$ cat src/rtl/pc_seq_pkg.sv
// Shared types and constants for the LEGv8 fetch sequencer.
// State encodings are visible on the State debug port, so their values are fixed.
package pc_seq_pkg;

  localparam int ADDR_W  = 64;
  localparam int INST_W  = 32;
  localparam int PC_STEP = 4;

  typedef enum logic [2:0] {
    ST_IDLE = 3'd0,
    ST_REQ  = 3'd1,
    ST_DEC  = 3'd2,
    ST_HALT = 3'd3,
    ST_ERR  = 3'd4
  } state_t;

  function automatic logic branch_taken(input logic uncond, input logic branch, input logic zero);
    return uncond | (branch & zero);
  endfunction

endpackage

$ cat src/rtl/pc_fetch_sequencer_if.sv
// Fetch bus to instruction memory plus the decode/retire handshake with the core.
// master = sequencer side, slave = memory/core side.
interface pc_fetch_sequencer_if;
  import pc_seq_pkg::*;

  logic              ImemReq;
  logic [ADDR_W-1:0] ImemAddr;
  logic              ImemAck;
  logic [INST_W-1:0] ImemData;
  logic              InstValid;
  logic [INST_W-1:0] Inst;
  logic              InstAccept;
  logic              Branch;
  logic              ALUZero;
  logic              Uncondbranch;
  logic [ADDR_W-1:0] SignExtImm64;
  logic              Halt;

  modport master (
    output ImemReq, ImemAddr, InstValid, Inst,
    input  ImemAck, ImemData, InstAccept, Branch, ALUZero, Uncondbranch, SignExtImm64, Halt
  );

  modport slave (
    input  ImemReq, ImemAddr, InstValid, Inst,
    output ImemAck, ImemData, InstAccept, Branch, ALUZero, Uncondbranch, SignExtImm64, Halt
  );

endinterface

$ cat src/rtl/NextPCLogic.sv
// Branch-resolved next PC: PC+4, or PC plus the word offset when the branch is taken.
// Shifting the full 64-bit offset drops its top two bits, giving the mod 2^64 wrap.
module NextPCLogic
  import pc_seq_pkg::*;
(
  input  logic [ADDR_W-1:0] CurrentPC,
  input  logic [ADDR_W-1:0] SignExtImm64,
  input  logic              Branch,
  input  logic              ALUZero,
  input  logic              Uncondbranch,
  output logic [ADDR_W-1:0] NextPC
);

  always_comb begin
    if (branch_taken(Uncondbranch, Branch, ALUZero)) begin
      NextPC = CurrentPC + (SignExtImm64 << 2);
    end else begin
      NextPC = CurrentPC + ADDR_W'(PC_STEP);
    end
  end

endmodule

$ cat src/rtl/pc_fetch_sequencer.sv
// Owns the architectural PC and sequences req/ack instruction fetch for decode.
// Optional build macro PERF_CNT_EN adds retired and taken-branch counters.
//
// state | meaning
// IDLE  | one cycle after reset before the first fetch
// REQ   | fetch outstanding at CurrentPC, timeout running
// DEC   | instruction presented to decode, waiting for retire
// HALT  | stopped by a retired Halt, left only by reset
// ERR   | fetch timeout or misaligned target, left only by reset
module pc_fetch_sequencer
  import pc_seq_pkg::*;
#(
  parameter logic [ADDR_W-1:0] RESET_VECTOR = '0,
  parameter int unsigned       IMEM_TIMEOUT = 15
) (
  input  logic                 CLK,
  input  logic                 Reset_L,
  pc_fetch_sequencer_if.master fetch,
  output logic [ADDR_W-1:0]    CurrentPC,
  output logic [2:0]           State,
  output logic                 FetchErr,
  output logic [31:0]          RetiredCnt,
  output logic [31:0]          TakenCnt
);

  localparam logic [7:0] TMO_LOAD = 8'(IMEM_TIMEOUT - 1);

  state_t            state_q, state_d;
  logic [ADDR_W-1:0] pc_q;
  logic [INST_W-1:0] inst_q;
  logic [7:0]        tmo_q;
  logic [ADDR_W-1:0] next_pc;
  logic              enter_req;
  logic              fetch_done;
  logic              accept;
  logic              pc_load;

  NextPCLogic u_next_pc (
    .CurrentPC    (pc_q),
    .SignExtImm64 (fetch.SignExtImm64),
    .Branch       (fetch.Branch),
    .ALUZero      (fetch.ALUZero),
    .Uncondbranch (fetch.Uncondbranch),
    .NextPC       (next_pc)
  );

  always_ff @(posedge CLK) begin
    if (!Reset_L) begin
      state_q <= ST_IDLE;
    end else begin
      state_q <= state_d;
    end
  end

  always_comb begin
    state_d    = state_q;
    enter_req  = 1'b0;
    fetch_done = 1'b0;
    accept     = 1'b0;
    pc_load    = 1'b0;
    case (state_q)
      ST_IDLE: begin
        state_d   = ST_REQ;
        enter_req = 1'b1;
      end
      ST_REQ: begin
        // An ack on the terminal-count cycle still completes the fetch.
        if (fetch.ImemAck) begin
          state_d    = ST_DEC;
          fetch_done = 1'b1;
        end else if (tmo_q == '0) begin
          state_d = ST_ERR;
        end
      end
      ST_DEC: begin
        if (fetch.InstAccept) begin
          accept = 1'b1;
          if (next_pc[1:0] != 2'b00) begin
            state_d = ST_ERR;
          end else begin
            pc_load = 1'b1;
            if (fetch.Halt) begin
              state_d = ST_HALT;
            end else begin
              state_d   = ST_REQ;
              enter_req = 1'b1;
            end
          end
        end
      end
      ST_HALT: state_d = ST_HALT;
      ST_ERR:  state_d = ST_ERR;
      default: state_d = ST_ERR;
    endcase
  end

  always_ff @(posedge CLK) begin
    if (!Reset_L) begin
      pc_q   <= RESET_VECTOR;
      inst_q <= '0;
      tmo_q  <= '0;
    end else begin
      if (fetch_done) inst_q <= fetch.ImemData;
      if (pc_load)    pc_q   <= next_pc;
      if (enter_req) begin
        tmo_q <= TMO_LOAD;
      end else if (state_q == ST_REQ && tmo_q != '0) begin
        tmo_q <= tmo_q - 8'd1;
      end
    end
  end

  assign fetch.ImemReq   = (state_q == ST_REQ);
  assign fetch.ImemAddr  = pc_q;
  assign fetch.InstValid = (state_q == ST_DEC);
  assign fetch.Inst      = inst_q;
  assign CurrentPC       = pc_q;
  assign State           = state_q;
  assign FetchErr        = (state_q == ST_ERR);

`ifdef PERF_CNT_EN
  logic [31:0] retired_q, taken_q;

  always_ff @(posedge CLK) begin
    if (!Reset_L) begin
      retired_q <= '0;
      taken_q   <= '0;
    end else if (accept) begin
      retired_q <= retired_q + 32'd1;
      if (branch_taken(fetch.Uncondbranch, fetch.Branch, fetch.ALUZero)) begin
        taken_q <= taken_q + 32'd1;
      end
    end
  end

  assign RetiredCnt = retired_q;
  assign TakenCnt   = taken_q;
`else
  assign RetiredCnt = 32'd0;
  assign TakenCnt   = 32'd0;
`endif

endmodule

$ cat src/flat_wrapper.sv
// flat-port wrapper written by rule: the top's interface ports become plain ports
module pc_fetch_sequencer_flat import pc_seq_pkg::*;
#(
  parameter logic [ADDR_W-1:0] RESET_VECTOR = '0,
  parameter int unsigned       IMEM_TIMEOUT = 15
)
  (CLK, Reset_L, CurrentPC, State, FetchErr, RetiredCnt, TakenCnt, fetch_ImemReq, fetch_ImemAddr, fetch_InstValid, fetch_Inst, fetch_ImemAck, fetch_ImemData, fetch_InstAccept, fetch_Branch, fetch_ALUZero, fetch_Uncondbranch, fetch_SignExtImm64, fetch_Halt);
  pc_fetch_sequencer_if fetch_i ();
  input  logic CLK;
  input  logic Reset_L;
  output logic [ADDR_W-1:0] CurrentPC;
  output logic [2:0] State;
  output logic FetchErr;
  output logic [31:0] RetiredCnt;
  output logic [31:0] TakenCnt;
  output wire logic [$bits(fetch_i.ImemReq)-1:0] fetch_ImemReq;
  output wire logic [$bits(fetch_i.ImemAddr)-1:0] fetch_ImemAddr;
  output wire logic [$bits(fetch_i.InstValid)-1:0] fetch_InstValid;
  output wire logic [$bits(fetch_i.Inst)-1:0] fetch_Inst;
  input wire logic [$bits(fetch_i.ImemAck)-1:0] fetch_ImemAck;
  input wire logic [$bits(fetch_i.ImemData)-1:0] fetch_ImemData;
  input wire logic [$bits(fetch_i.InstAccept)-1:0] fetch_InstAccept;
  input wire logic [$bits(fetch_i.Branch)-1:0] fetch_Branch;
  input wire logic [$bits(fetch_i.ALUZero)-1:0] fetch_ALUZero;
  input wire logic [$bits(fetch_i.Uncondbranch)-1:0] fetch_Uncondbranch;
  input wire logic [$bits(fetch_i.SignExtImm64)-1:0] fetch_SignExtImm64;
  input wire logic [$bits(fetch_i.Halt)-1:0] fetch_Halt;
  assign fetch_ImemReq = fetch_i.ImemReq;
  assign fetch_ImemAddr = fetch_i.ImemAddr;
  assign fetch_InstValid = fetch_i.InstValid;
  assign fetch_Inst = fetch_i.Inst;
  assign fetch_i.ImemAck = fetch_ImemAck;
  assign fetch_i.ImemData = fetch_ImemData;
  assign fetch_i.InstAccept = fetch_InstAccept;
  assign fetch_i.Branch = fetch_Branch;
  assign fetch_i.ALUZero = fetch_ALUZero;
  assign fetch_i.Uncondbranch = fetch_Uncondbranch;
  assign fetch_i.SignExtImm64 = fetch_SignExtImm64;
  assign fetch_i.Halt = fetch_Halt;
  pc_fetch_sequencer #(.RESET_VECTOR(RESET_VECTOR), .IMEM_TIMEOUT(IMEM_TIMEOUT)) u_core (.CLK(CLK), .Reset_L(Reset_L), .fetch(fetch_i), .CurrentPC(CurrentPC), .State(State), .FetchErr(FetchErr), .RetiredCnt(RetiredCnt), .TakenCnt(TakenCnt));
endmodule
$ cat config.mk
export PLATFORM = sky130hd
export DESIGN_NAME = pc_fetch_sequencer_flat
export DESIGN_NICKNAME = d
export VERILOG_FILES = /design/src/rtl/pc_seq_pkg.sv /design/src/rtl/pc_fetch_sequencer_if.sv /design/src/rtl/NextPCLogic.sv /design/src/rtl/pc_fetch_sequencer.sv /design/src/flat_wrapper.sv
export SDC_FILE = /design/constraint.sdc
export NUM_CORES = 1
export LEC_CHECK = 0
export ABC_CLOCK_PERIOD_IN_PS = 3000
export BUFFER_PORTS_ARGS = -buffer_cell sky130_fd_sc_hd__buf_2
export CAP_MARGIN = 10
export CORE_MARGIN = 3
export CORE_UTILIZATION = 35
export DETAILED_ROUTE_END_ITERATION = 16
export PLACE_DENSITY = 0.63
export SYNTH_ARGS = -nofsm -noshare
export SYNTH_HDL_FRONTEND = slang
export SYNTH_SLANG_ARGS = --single-unit
$ cat constraint.sdc
create_clock -name CLK -period 3 [get_ports CLK]
set_input_delay 0.3 -clock CLK [delete_from_list [all_inputs] [get_ports CLK]]
set_output_delay 0.3 -clock CLK [all_outputs]
set_load 0.05 [all_outputs]
==> results of run 1 <==
## cell usage after synthesis, types with 5 or more instances
master	count	share of area [%]
nand4_1	19	1.3
buf_4	130	11
a21o_1	46	3.8
clkbuf_1	56	2.3
nor2_1	64	2.7
nand2b_1	8	0.55
nor3_1	11	0.61
mux2i_1	6	0.67
o21bai_1	15	1.2
a21boi_0	6	0.50
nand3_1	32	1.8
a211oi_1	6	0.50
o21ai_0	31	1.7
a31oi_1	6	0.42
nand2_1	197	8.2
or3_1	5	0.35
xor2_1	20	1.9
o21ai_1	11	0.61
and3_1	13	0.90
o211ai_1	5	0.42
dfxtp_1	105	23
o31ai_1	5	0.42
and2_1	68	4.7
ha_1	63	8.7
a21oi_1	136	7.5
inv_1	24	1.0
buf_2	8	0.44
nor2b_1	5	0.35
xnor2_1	32	3.1
nor4_1	6	0.42
## sequential cells by signal, summed over array words and instances, names as in the netlist
signal,flops
u_core.State,3
u_core.fetch.Inst,32
u_core.tmo_q,8
u_core.CurrentPC,62
## cell type report
type                    instances  area (sq um)
repair buffers                490          3120
fillers                      2543         12900
clock inverters                 7          72.6
flip-flops and latches        105          2110
inverters                      24          90.1
clock buffers                   9           225
diodes                          1          2.50
multi-input cells             958          6370
well taps                     330           413
## per-layer routing
metal	GRT usage, %	wire, um	vias up
li1	-	-	4766
met1	25.8	12900	4424
met2	33.9	14200	297
met3	3.16	1790	26
met4	4.91	427	2
met5	0	14	-
## worst min path at each step
stage,start,endpoint,slack (ps),cells after the start
after floorplan,fetch_ImemData[8],u_core.fetch.Inst[8],440,2
final,fetch_ImemData[15],u_core.fetch.Inst[15],170,3
after CTS,fetch_ImemData[18],u_core.fetch.Inst[18],150,3
after global routing,fetch_ImemData[15],u_core.fetch.Inst[15],160,3
after detailed placement,u_core.fetch.Inst[30],u_core.fetch.Inst[30],440,2
after global placement,u_core.fetch.Inst[23],u_core.fetch.Inst[23],440,2
## timing repair
action / 4_1_cts / 5_1_grt
gates cloned: 2 / 1
resized for setup: 22 / 77
setup endpoints to repair: 23 / 33
pin swaps: 17 / 49
buffers inserted: 6 / 11
## critical path, cell delays in order
cell,delay [ps]
buf_6,100
a21o_4,240
nand2b_4,80
ha_4,160
inv_2,50
fa_2,190
and2b_1,200
o2111a_2,300
o311ai_4,320
a21oi_2,110
o311a_4,410
nor4b_4,350
o31a_2,260
nor4_2,60
a41oi_1,170
a31oi_1,100
## stage by stage
step	instances	worst slack [ps]	TNS (ps)	util [%]
5_1_grt	1924	-317	-4830	49.1
6_report	1924	-191	-1630	49.1
4_1_cts	1914	-73.7	-303	47.2
2_1_floorplan	1282	-169	-1030	-
3_5_place_dp	1891	-656	-15060	45.3
3_3_place_gp	1891	-569	-13600	45.3
## power breakdown
part	internal [mW]	switching, mW
logic	0.517	1.02
registers	1.46	0.0585
clock network	0.594	0.651
## layout by cell type (no fill, tap or decap), types with 22 or more instances in the layout
cell	Yosys	final
a21o_1	46	45
a21oi_1	136	127
and2_1	68	62
buf_2	8	260
buf_4	130	218
conb_1	1	68
dfxtp_1	105	103
ha_1	63	49
inv_1	24	22
nand2_1	197	193
nand3_1	32	29
nor2_1	64	61
o21ai_0	31	25
xnor2_1	32	32
## cells by family after synthesis
| kind of cell | after synthesis | synth area share [%] |
|---|---|---|
| and+or+nand+nor | 453 | 24.2 |
| AOI/OAI and AO/OA | 312 | 22.9 |
| buffers and inverters | 221 | 14.8 |
| DFF | 105 | 23.3 |
| adders and majority gates | 64 | 8.95 |
| xor gates and xnor gates | 52 | 5.04 |
| muxes | 7 | 0.790 |
| other | 1 | 0.0415 |
==> results.txt, run 1 <==
Pwr/cell area = 347 mW/mm^2
Total Wirelength = 29.4 mm
Die height = 167 um
Root Driver = clkbuf_16
Gate count after technology mapping = 1,215
Placer Congestion = 0.891
First-pass GRT wire length = 45.7 mm
Total global-route track usage = 19.7%
Finish-stage setup viols = 20
Final Max Slew Viols = 0
Total power = 4.30 mW
Share of synthesized registers carrying an async set or reset = 0%
Failing checks = setup timing
Peak Freq = 313 MHz
FF-to-FF Start = u_core.CurrentPC[2]
Hold Violations, Final = 0
Total Nets Final = 1,756
Period utilisation layout = 106%
Avg Cell Area, Syn = 7.43 sq um
Crit path DAT = 3400 ps
Largest net degree at the start of global routing = 62
EDFF count, synth = 0
Post-synthesis register bit count = 105
Number of DRC markers in iteration 0 = 480
CTS Sinks = 105
Reg2Reg Setup Slack = -180 ps
Setup crit start kind = primary input
Ys Warns = 0
DR pass1 iterations = 5
Row count = 58
Max IR drop VDD = 0.217 mV
CP Data Required Time = 3210 ps
CTS Buffer Depth = 2
Status = complete, but fails checks
Hold WS = 167 ps
Post-detail-place hpwl = 22.4 mm
TritonCTS clock tree = yes
Min Tclk post-route = 3190 ps
Crit path launch = fetch_Branch
Design Area, Final = 0.0124 sq mm
Static Leakage = 6.28 nW
CP max FO = 5
Drt wl/cell = 15.3 um
Vias per cell = 4.95
Die Wd = 167 um
Initial Utilization = 35.8%
Antenna-violating nets left = 0
Core area = 0.0253 sq mm
Worst Setup End Kind = flop
HP Class = primary input to flop
I/O pin cnt = 334
DRC = 0
Area Overhead vs Synth = 37.2%
Clock latency at the later pin of the worst-skew pair = 360 ps
Worst setup path class = primary input to flop
Setup Skew = 16.4 ps
Via count = 9,515
Rel. slew slack = 31.1%
Initial antenna violation count = 2
Final Worst Setup Slack = -191 ps
Layout cells sized above 1 = 38.1%
Tightest Pin Transition = 1030 ps
Worst R2R End = u_core.CurrentPC[56]
Main flop type after synthesis = dfxtp_1
Max_cap viols = 0
Sequential-to-total area share from yosys stat = 23.3%
Unrepaired setup endpoints after global routing = true
Die area = 0.0278 sq mm
Reg2reg path depth = 13
Total CTS buffers = 9
H-tree depth = 3
GRT Residual Overflow = 0
Post-synth cell types = 77
Clk slew on worst S/H paths = 90 ps
Synthesized cell area = 0.00903 sq mm
Dpl cell area = 0.0114 sq mm
Hold_buf cts = 0
CP Capture Point = u_core.CurrentPC[56]
Vias in the first global route = 9,051
I/O Buffers = 263
Note: power is estimated with default switching activity, not from simulation.
==> run 2, diff against run 1 <==
Settings changed: ABC_AREA set to 1, PLACE_DENSITY 0.63 to 0.61.
==> run 2 against run 1 <==
Effect of this change: the flow now finishes without violations; sequential share of layout area shrank 0.95 points; cell area grew 5.7%; register-to-register slack gained 740 ps; largest power group unchanged; global-route usage grew 1.1 points; utilization shrank 6.7 points; first-iteration DRC count grew 45%.
==> results.txt, run 2 <==
Status = finished clean (was complete, but fails checks)
Share of synthesized registers carrying an async set or reset = 0% (unchanged)
GRT Residual Overflow = 0 (unchanged)
Combinational Power Share = 43.5% (was 35.8%)
Final Max Slew Viols = 0 (unchanged)
Via count = 11,900 (was 9,515)
Post-synth top area share = 19.9% (was 23.3%)
Area leader, netlist = nand2_1 (was dfxtp_1)
Worst Hold End = u_core.fetch.Inst[17] (was u_core.fetch.Inst[15])
Switching pwr = 2.36 mW (was 1.73 mW)
Final core occ = 42.4% (was 49.1%)
Drt wl/cell = 13.5 um (was 15.3 um)
Main flop type after synthesis = dfxtp_1 (unchanged)
FF-to-FF Start = u_core.CurrentPC[2] (unchanged)
I/O Buffers = 263 (unchanged)
Total CTS buffers = 9 (unchanged)
Max_cap viols = 0 (unchanged)
Peak Freq = 395 MHz (was 313 MHz)
Setup crit start kind = primary input (unchanged)
Worst R2R End = u_core.CurrentPC[56] (unchanged)
Post-synth top cells = nand2_1, inv_1, nor2_1 (was nand2_1, a21oi_1, buf_4)
Initial antenna violation count = 6 (was 2)
Synthesized cell area = 0.0111 sq mm (was 0.00903 sq mm)
Post-synthesis register bit count = 105 (unchanged)
Vias in the first global route = 11,100 (was 9,051)
Post-route insts no fill = 2,650 (was 1,924)
CP max FO = 4 (was 5)
CTS Sinks = 105 (unchanged)
Total global-route track usage = 20.7% (was 19.7%)
Internal power = 2.79 mW (was 2.57 mW)
Sw Ratio = 45.8% (was 40.3%)
CP Data Required Time = 3270 ps (was 3210 ps)
Clk slew on worst S/H paths = 80 ps (was 90 ps)
Most numerous cell in the Yosys netlist = nand2_1 (unchanged)
Setup Skew = 8.10 ps (was 16.4 ps)
TritonCTS clock tree = yes (unchanged)
Placed Instances = 2,634 (was 1,891)
DRC = 0 (unchanged)
Most frequent cells in the layout = nand2_1, inv_1, buf_2 (was buf_2, buf_4, nand2_1)
Setup Buffers After CTS = 0 (was 6)
Die height = 184 um (was 167 um)
Row count = 64 (was 58)
Finish-stage setup viols = 0 (was 20)
Initial Utilization = 35.8% (about the same)
Max reg flops = 62 (unchanged)
Static Leakage = 8.49 nW (was 6.28 nW)
Sequential-to-total area share from yosys stat = 19.0% (was 23.3%)
Post-detail-place hpwl = 29.6 mm (was 22.4 mm)
Die Wd = 184 um (was 167 um)
First-pass GRT wire length = 55.9 mm (was 45.7 mm)
H-tree depth = 3 (unchanged)
Crit path DAT = 2800 ps (was 3400 ps)
Period utilisation layout = 84.3% (was 106%)
Sequential power share = 31.9% (was 35.3%)
Ys Warns = 0 (unchanged)
Layout fillers = 3,434 (was 2,543)
Setup TNS = 0 ps (was -1630 ps)
Vias per cell = 4.48 (was 4.95)
Max IR drop VDD = 0.287 mV (was 0.217 mV)
Rel. slew slack = 33.1% (was 31.1%)
Clock latency at the later pin of the worst-skew pair = 370 ps (was 360 ps)
Number of DRC markers in iteration 0 = 695 (was 480)
Ranking of synthesized cells by area = nand2_1, dfxtp_1, inv_1, buf_4, nor2_1 (was dfxtp_1, buf_4, ha_1, nand2_1, a21oi_1)
Avg Cell Area, Syn = 5.60 sq um (was 7.43 sq um)
Pwr/cell area = 393 mW/mm^2 (was 347 mW/mm^2)
Min Tclk post-route = 2530 ps (was 3190 ps)
Worst Setup End Kind = flop (unchanged)
Reg2Reg Setup Slack = 560 ps (was -180 ps)
Hold Violations, Final = 0 (unchanged)
Hold Path Cell Cnt = 3 (unchanged)
DR pass1 iterations = 5 (unchanged)
Post-synth cell types = 41 (was 77)
Die area = 0.0338 sq mm (was 0.0278 sq mm)
CTS-repair resized insts = 0 (was 22)
Total power = 5.14 mW (was 4.30 mW)
Layout cells sized above 1 = 18.8% (was 38.1%)
Antenna-violating nets left = 0 (unchanged)
Total Nets Final = 2,417 (was 1,756)
Tightest Pin Transition = 1000 ps (was 1030 ps)
Hold WS = 150 ps (was 167 ps)
EDFF count, synth = 0 (unchanged)
Area Overhead vs Synth = 18.2% (was 37.2%)
Unrepaired setup endpoints after global routing = false (was true)
Largest net degree at the start of global routing = 99 (was 62)
Worst setup path class = primary input to flop (unchanged)
Hold path startpoint = fetch_ImemData[17] (was fetch_ImemData[15])
Placer Congestion = 0.983 (was 0.891)
Reg2reg path depth = 15 (was 13)
HP Class = primary input to flop (unchanged)
Root Driver = clkbuf_16 (unchanged)
Clk pwr share = 24.5% (was 28.9%)
CTS Buffer Depth = 2 (unchanged)
Core area = 0.0309 sq mm (was 0.0253 sq mm)
Total Wirelength = 35.8 mm (was 29.4 mm)
Gate count after technology mapping = 1,977 (was 1,215)
I/O pin cnt = 334 (unchanged)
Hold_buf cts = 0 (unchanged)
Crit path launch = fetch_Branch (unchanged)
Leading cell type in the layout, fill and taps excluded = nand2_1 (was buf_2)
==> run 2: cell count changes after synthesis, moves of 14 or more <==
cell / change
o21ai_0: +41
xnor2_1: -26
nor2_1: +171
o21a_1: +25
clkbuf_1: -30
and2_1: -63
nand2_2: +14
a21oi_1: -81
nand2_1: +389
inv_1: +411
a21o_1: -43
nand3_1: +45
==> run 2: worst max-delay path by stage <==
stage                            to  slack [ps]  cells after the start
6_report       u_core.CurrentPC[56]         470                     20
5_1_grt        u_core.CurrentPC[53]         190                     19
4_1_cts        u_core.CurrentPC[47]         490                     20
3_5_place_dp   u_core.CurrentPC[24]         100                     20
3_3_place_gp   u_core.CurrentPC[47]         130                     20
2_1_floorplan  u_core.CurrentPC[32]         340                     20
==> run 2: cells by family (layout without fill, tap and decap cells) <==
family / Yosys count / in the layout / synth area share (%)
AOI/OAI and AO/OA: 199 / 199 / 10.6
DFF: 105 / 105 / 19.0
adders and majority gates: 64 / 64 / 7.30
xor gates and xnor gates: 26 / 26 / 2.06
buffers and inverters: 609 / 818 / 25.2
and+or+nand+nor: 973 / 973 / 35.9
other: 1 / 69 / 0.0339
==> run 2: power groups by stage <==
stage	sequential, mW	clock, mW	combinational, mW
after floorplan	2.07	0	1.36
after global placement	1.67	0	2.22
after detailed placement	1.67	0	2.24
after CTS	1.64	1.31	2.24
after global routing	1.67	1.35	2.44
final	1.64	1.26	2.24
==> run 2: cell type report <==
type                    instances  area [sq um]  share of cell area, %
inverters                     443          1660                   12.7
clock buffers                   9           225                   1.72
diodes                          1          2.50                 0.0191
clock inverters                 6          65.1                  0.497
repair buffers                360          2090                   16.0
multi-input cells            1330          6440                   49.2
flip-flops and latches        105          2100                   16.1
well taps                     396           495                   3.78
==> run 2: per-layer routing <==
| metal | wire, um | track usage (%) |
|---|---|---|
| met5 | 49 | 0 |
| met4 | 970 | 6.59 |
| met1 | 16400 | 27.5 |
| met3 | 2450 | 3.80 |
| met2 | 15900 | 34.3 |
==> run 2: critical path, cell delays in order <==
cell and delay [ps]:
buf_2 110, nand2_1 60, inv_1 60, nor2_4 200, or2_2 160, ha_1 150
inv_1 50, fa_1 400, inv_1 120, nand3_1 130, nand2_2 140, nand2_1 70
nand2_2 120, nand2_1 100, nand3_2 130, nand2_1 110, nand4_1 80, nand3_1 140
nand2_1 100, inv_1 40
==> run 2: metrics by stage <==
step | worst slack (ps) | area, sq um
floorplan | 341 | 11300
global placement | 131 | 12800
detailed placement | 99.9 | 12800
CTS | 488 | 13100
global route | 186 | 13100
finish | 471 | 13100
==> run 3, diff against run 2 <==
Settings changed: ABC_AREA 1 to 0, ABC_CLOCK_PERIOD_IN_PS 3000 to 2100, PLACE_DENSITY 0.61 to 0.63.
Clock period 3 ns to 2.1 ns, I/O delays scaled along.
==> run 3 against run 2 <==
Effect of this change: the run now ends with setup timing left; combinational power grew 9.4%; final cell count shrank 24%; setup slack lost 1500 ps; die area shrank 18%; sequential power grew 32%; cell area grew 6.8%; total power grew 27%; hold slack lost 73 ps; highest routed layer unchanged.
==> results.txt, run 3 (synthesis gave the netlist of run 1 again) <==
Peak Freq = 318 MHz
DRC = 0 (unchanged)
Max reg flops = 62 (unchanged)
Finish-stage setup viols = 55 (was 0)
TritonCTS clock tree = yes (unchanged)
Total Wirelength = 31.8 mm (was 35.8 mm)
Hold Violations, Final = 0 (unchanged)
Post-detail-place hpwl = 23.5 mm (was 29.6 mm)
Total Nets Final = 1,852 (was 2,417)
Highest Signal Layer = met5 (unchanged)
Clock latency at the later pin of the worst-skew pair = 360 ps (was 370 ps)
Max IR drop VDD = 0.484 mV (was 0.287 mV)
Die area = 0.0278 sq mm (was 0.0338 sq mm)
Clk pwr share = 29.3% (was 24.5%)
Min Tclk post-route = 3140 ps
CTS Sinks = 105 (unchanged)
CP max FO = 6 (was 4)
Period utilisation layout = 150%
Final core occ = 55.4% (was 42.4%)
Met2 Routed Length = 15.4 mm (was 15.9 mm)
Tightest Pin Transition = 587 ps (was 1000 ps)
Status = complete, but fails checks (was finished clean)
Number of DRC markers in iteration 0 = 630 (was 695)
Setup Skew = 17.7 ps (was 8.10 ps)
I/O Buffers = 263 (unchanged)
Initial Utilization = 35.8% (about the same)
I/O pin cnt = 334 (unchanged)
Worst Setup End Kind = flop (unchanged)
Combinational Power Share = 37.6% (was 43.5%)
Reg2Reg Setup Slack = -1030 ps (was 560 ps)
Die height = 167 um (was 184 um)
Sw Ratio = 39.6% (was 45.8%)
Switching pwr = 2.59 mW (was 2.36 mW)
Most frequent cells in the layout = buf_4, buf_2, nand2_1 (was nand2_1, inv_1, buf_2)
Final Worst Setup Slack = -1040 ps (was 471 ps)
Final Max Slew Viols = 0 (unchanged)
Drt wl/cell = 15.8 um (was 13.5 um)
Crit path DAT = 3420 ps (was 2800 ps)
Row count = 58 (was 64)
Max_cap viols = 0 (unchanged)
CTS Buffer Depth = 2 (unchanged)
H-tree depth = 3 (unchanged)
Pwr/cell area = 467 mW/mm^2 (was 393 mW/mm^2)
Total CTS buffers = 9 (unchanged)
Area Overhead vs Synth = 54.8% (was 18.2%)
Routed wl met3 = 1.90 mm (was 2.45 mm)
Total global-route track usage = 20.9% (was 20.7%)
Crit path launch = fetch_ALUZero (was fetch_Branch)
Antenna-violating nets left = 0 (unchanged)
Static Leakage = 7.00 nW (was 8.49 nW)
Sequential power share = 33.1% (was 31.9%)
Pre-CTS WS = -1430 ps (was 99.9 ps)
Diodes inserted = 0 (was 1)
Failing checks = setup timing
Vias per cell = 5.03 (was 4.48)
Rel. slew slack = 60.5% (was 33.1%)
Reg2reg path depth = 15 (unchanged)
Core area = 0.0253 sq mm (was 0.0309 sq mm)
Die Wd = 167 um (was 184 um)
HP Class = primary input to flop (unchanged)
Placer Congestion = 0.909 (was 0.983)
Hold WS = 77.6 ps (was 150 ps)
Worst setup path class = primary input to flop (unchanged)
FF-to-FF Start = u_core.CurrentPC[2] (unchanged)
Initial antenna violation count = 2 (was 6)
CP Capture Point = u_core.CurrentPC[59] (was u_core.CurrentPC[56])
GRT Residual Overflow = 0 (unchanged)
Leading cell type in the layout, fill and taps excluded = buf_4 (was nand2_1)
Dpl cell area = 0.0123 sq mm (was 0.0128 sq mm)
Clk slew on worst S/H paths = 90 ps (was 80 ps)
Worst R2R End = u_core.CurrentPC[44] (was u_core.CurrentPC[56])
Layout cells sized above 1 = 47.8% (was 18.8%)
Largest net degree at the start of global routing = 33 (was 99)
Internal power = 3.94 mW (was 2.79 mW)
CP Data Required Time = 2380 ps (was 3270 ps)
DR pass1 iterations = 6 (was 5)
Setup crit start kind = primary input (unchanged)
Metal-1 WL = 13.7 mm (was 16.4 mm)
Design Area, Final = 0.0140 sq mm (was 0.0131 sq mm)
Unrepaired setup endpoints after global routing = true (was false)
Via count = 10,200 (was 11,900)
First-pass GRT wire length = 48.7 mm (was 55.9 mm)
Vias in the first global route = 9,562 (was 11,100)
Root Driver = clkbuf_16 (unchanged)
## run 3: cell types whose count changed in the layout (fill, tap and decap cells not counted), sizes merged, moves of 44 or more
| cell | delta |
|---|---|
| nand2 | -403 |
| inv | -416 |
| a21oi | +82 |
| and2 | +63 |
| a21o | +44 |
| nor2 | -185 |
| buf | +227 |
| nand3 | -51 |
## run 3: cell type report
cell class | count | area, sq um
fill | 2275 | 11300
multi-input combinational | 956 | 7040
timing repair buffer | 588 | 3990
sequential | 105 | 2120
tap | 330 | 413
clock buffer | 9 | 225
clock inverter | 7 | 100
inverter | 24 | 90.1
## run 3: what timing repair did
action,CTS,global route
setup endpoints to repair,54,56
pin swaps,97,127
buffers inserted,17,25
gates resized for setup,109,103
hold endpoints to repair,0,0
hold buffers,0,0
cloned,4,0
## run 3: worst max-delay path, cell delays in order
cell and delay (ps):
buf_6 90, a21o_4 260, buf_12 150, and2_4 140
ha_4 260, a21oi_4 170, o21ai_2 90, buf_4 140
or2_4 270, a2111oi_4 440, nor4_4 90, o2111ai_4 220
a211oi_2 120, buf_4 150, or2_4 250, a311o_1 310
o211ai_1 70
## run 3: routing by layer
metal	GRT usage, %	vias to the layer above
met4	6.38	2
met1	27.3	4756
met5	0	-
met2	36.3	391
met3	2.49	57
li1	-	4944
## run 3: metrics by stage
stage	power, mW	setup TNS [ps]	cells
global placement	4.39	-54430	1968
global route	6.82	-45990	2019
finish	6.53	-40310	2019
CTS	6.47	-37850	2002
floorplan	3.84	-32550	1282
detailed placement	4.41	-57130	1968
## run 3: how the worst min path moves through the flow
stage	startpoint	end	slack, ps	cells past startpoint
finish	fetch_ImemData[7]	u_core.fetch.Inst[7]	80	3
global route	fetch_ImemData[7]	u_core.fetch.Inst[7]	80	3
CTS	fetch_ImemData[7]	u_core.fetch.Inst[7]	70	3
detailed placement	u_core.fetch.Inst[16]	u_core.fetch.Inst[16]	440	2
global placement	u_core.fetch.Inst[22]	u_core.fetch.Inst[22]	440	2
floorplan	fetch_ImemData[8]	u_core.fetch.Inst[8]	350	2
## run 3: power by group through the flow
stage / sequential (mW) / combinational, mW / clock [mW]
after floorplan: 2.48 / 1.36 / 0
after global placement: 2.20 / 2.18 / 0
after detailed placement: 2.20 / 2.21 / 0
after CTS: 2.16 / 2.35 / 1.97
after global routing: 2.18 / 2.61 / 2.03
final: 2.16 / 2.45 / 1.91
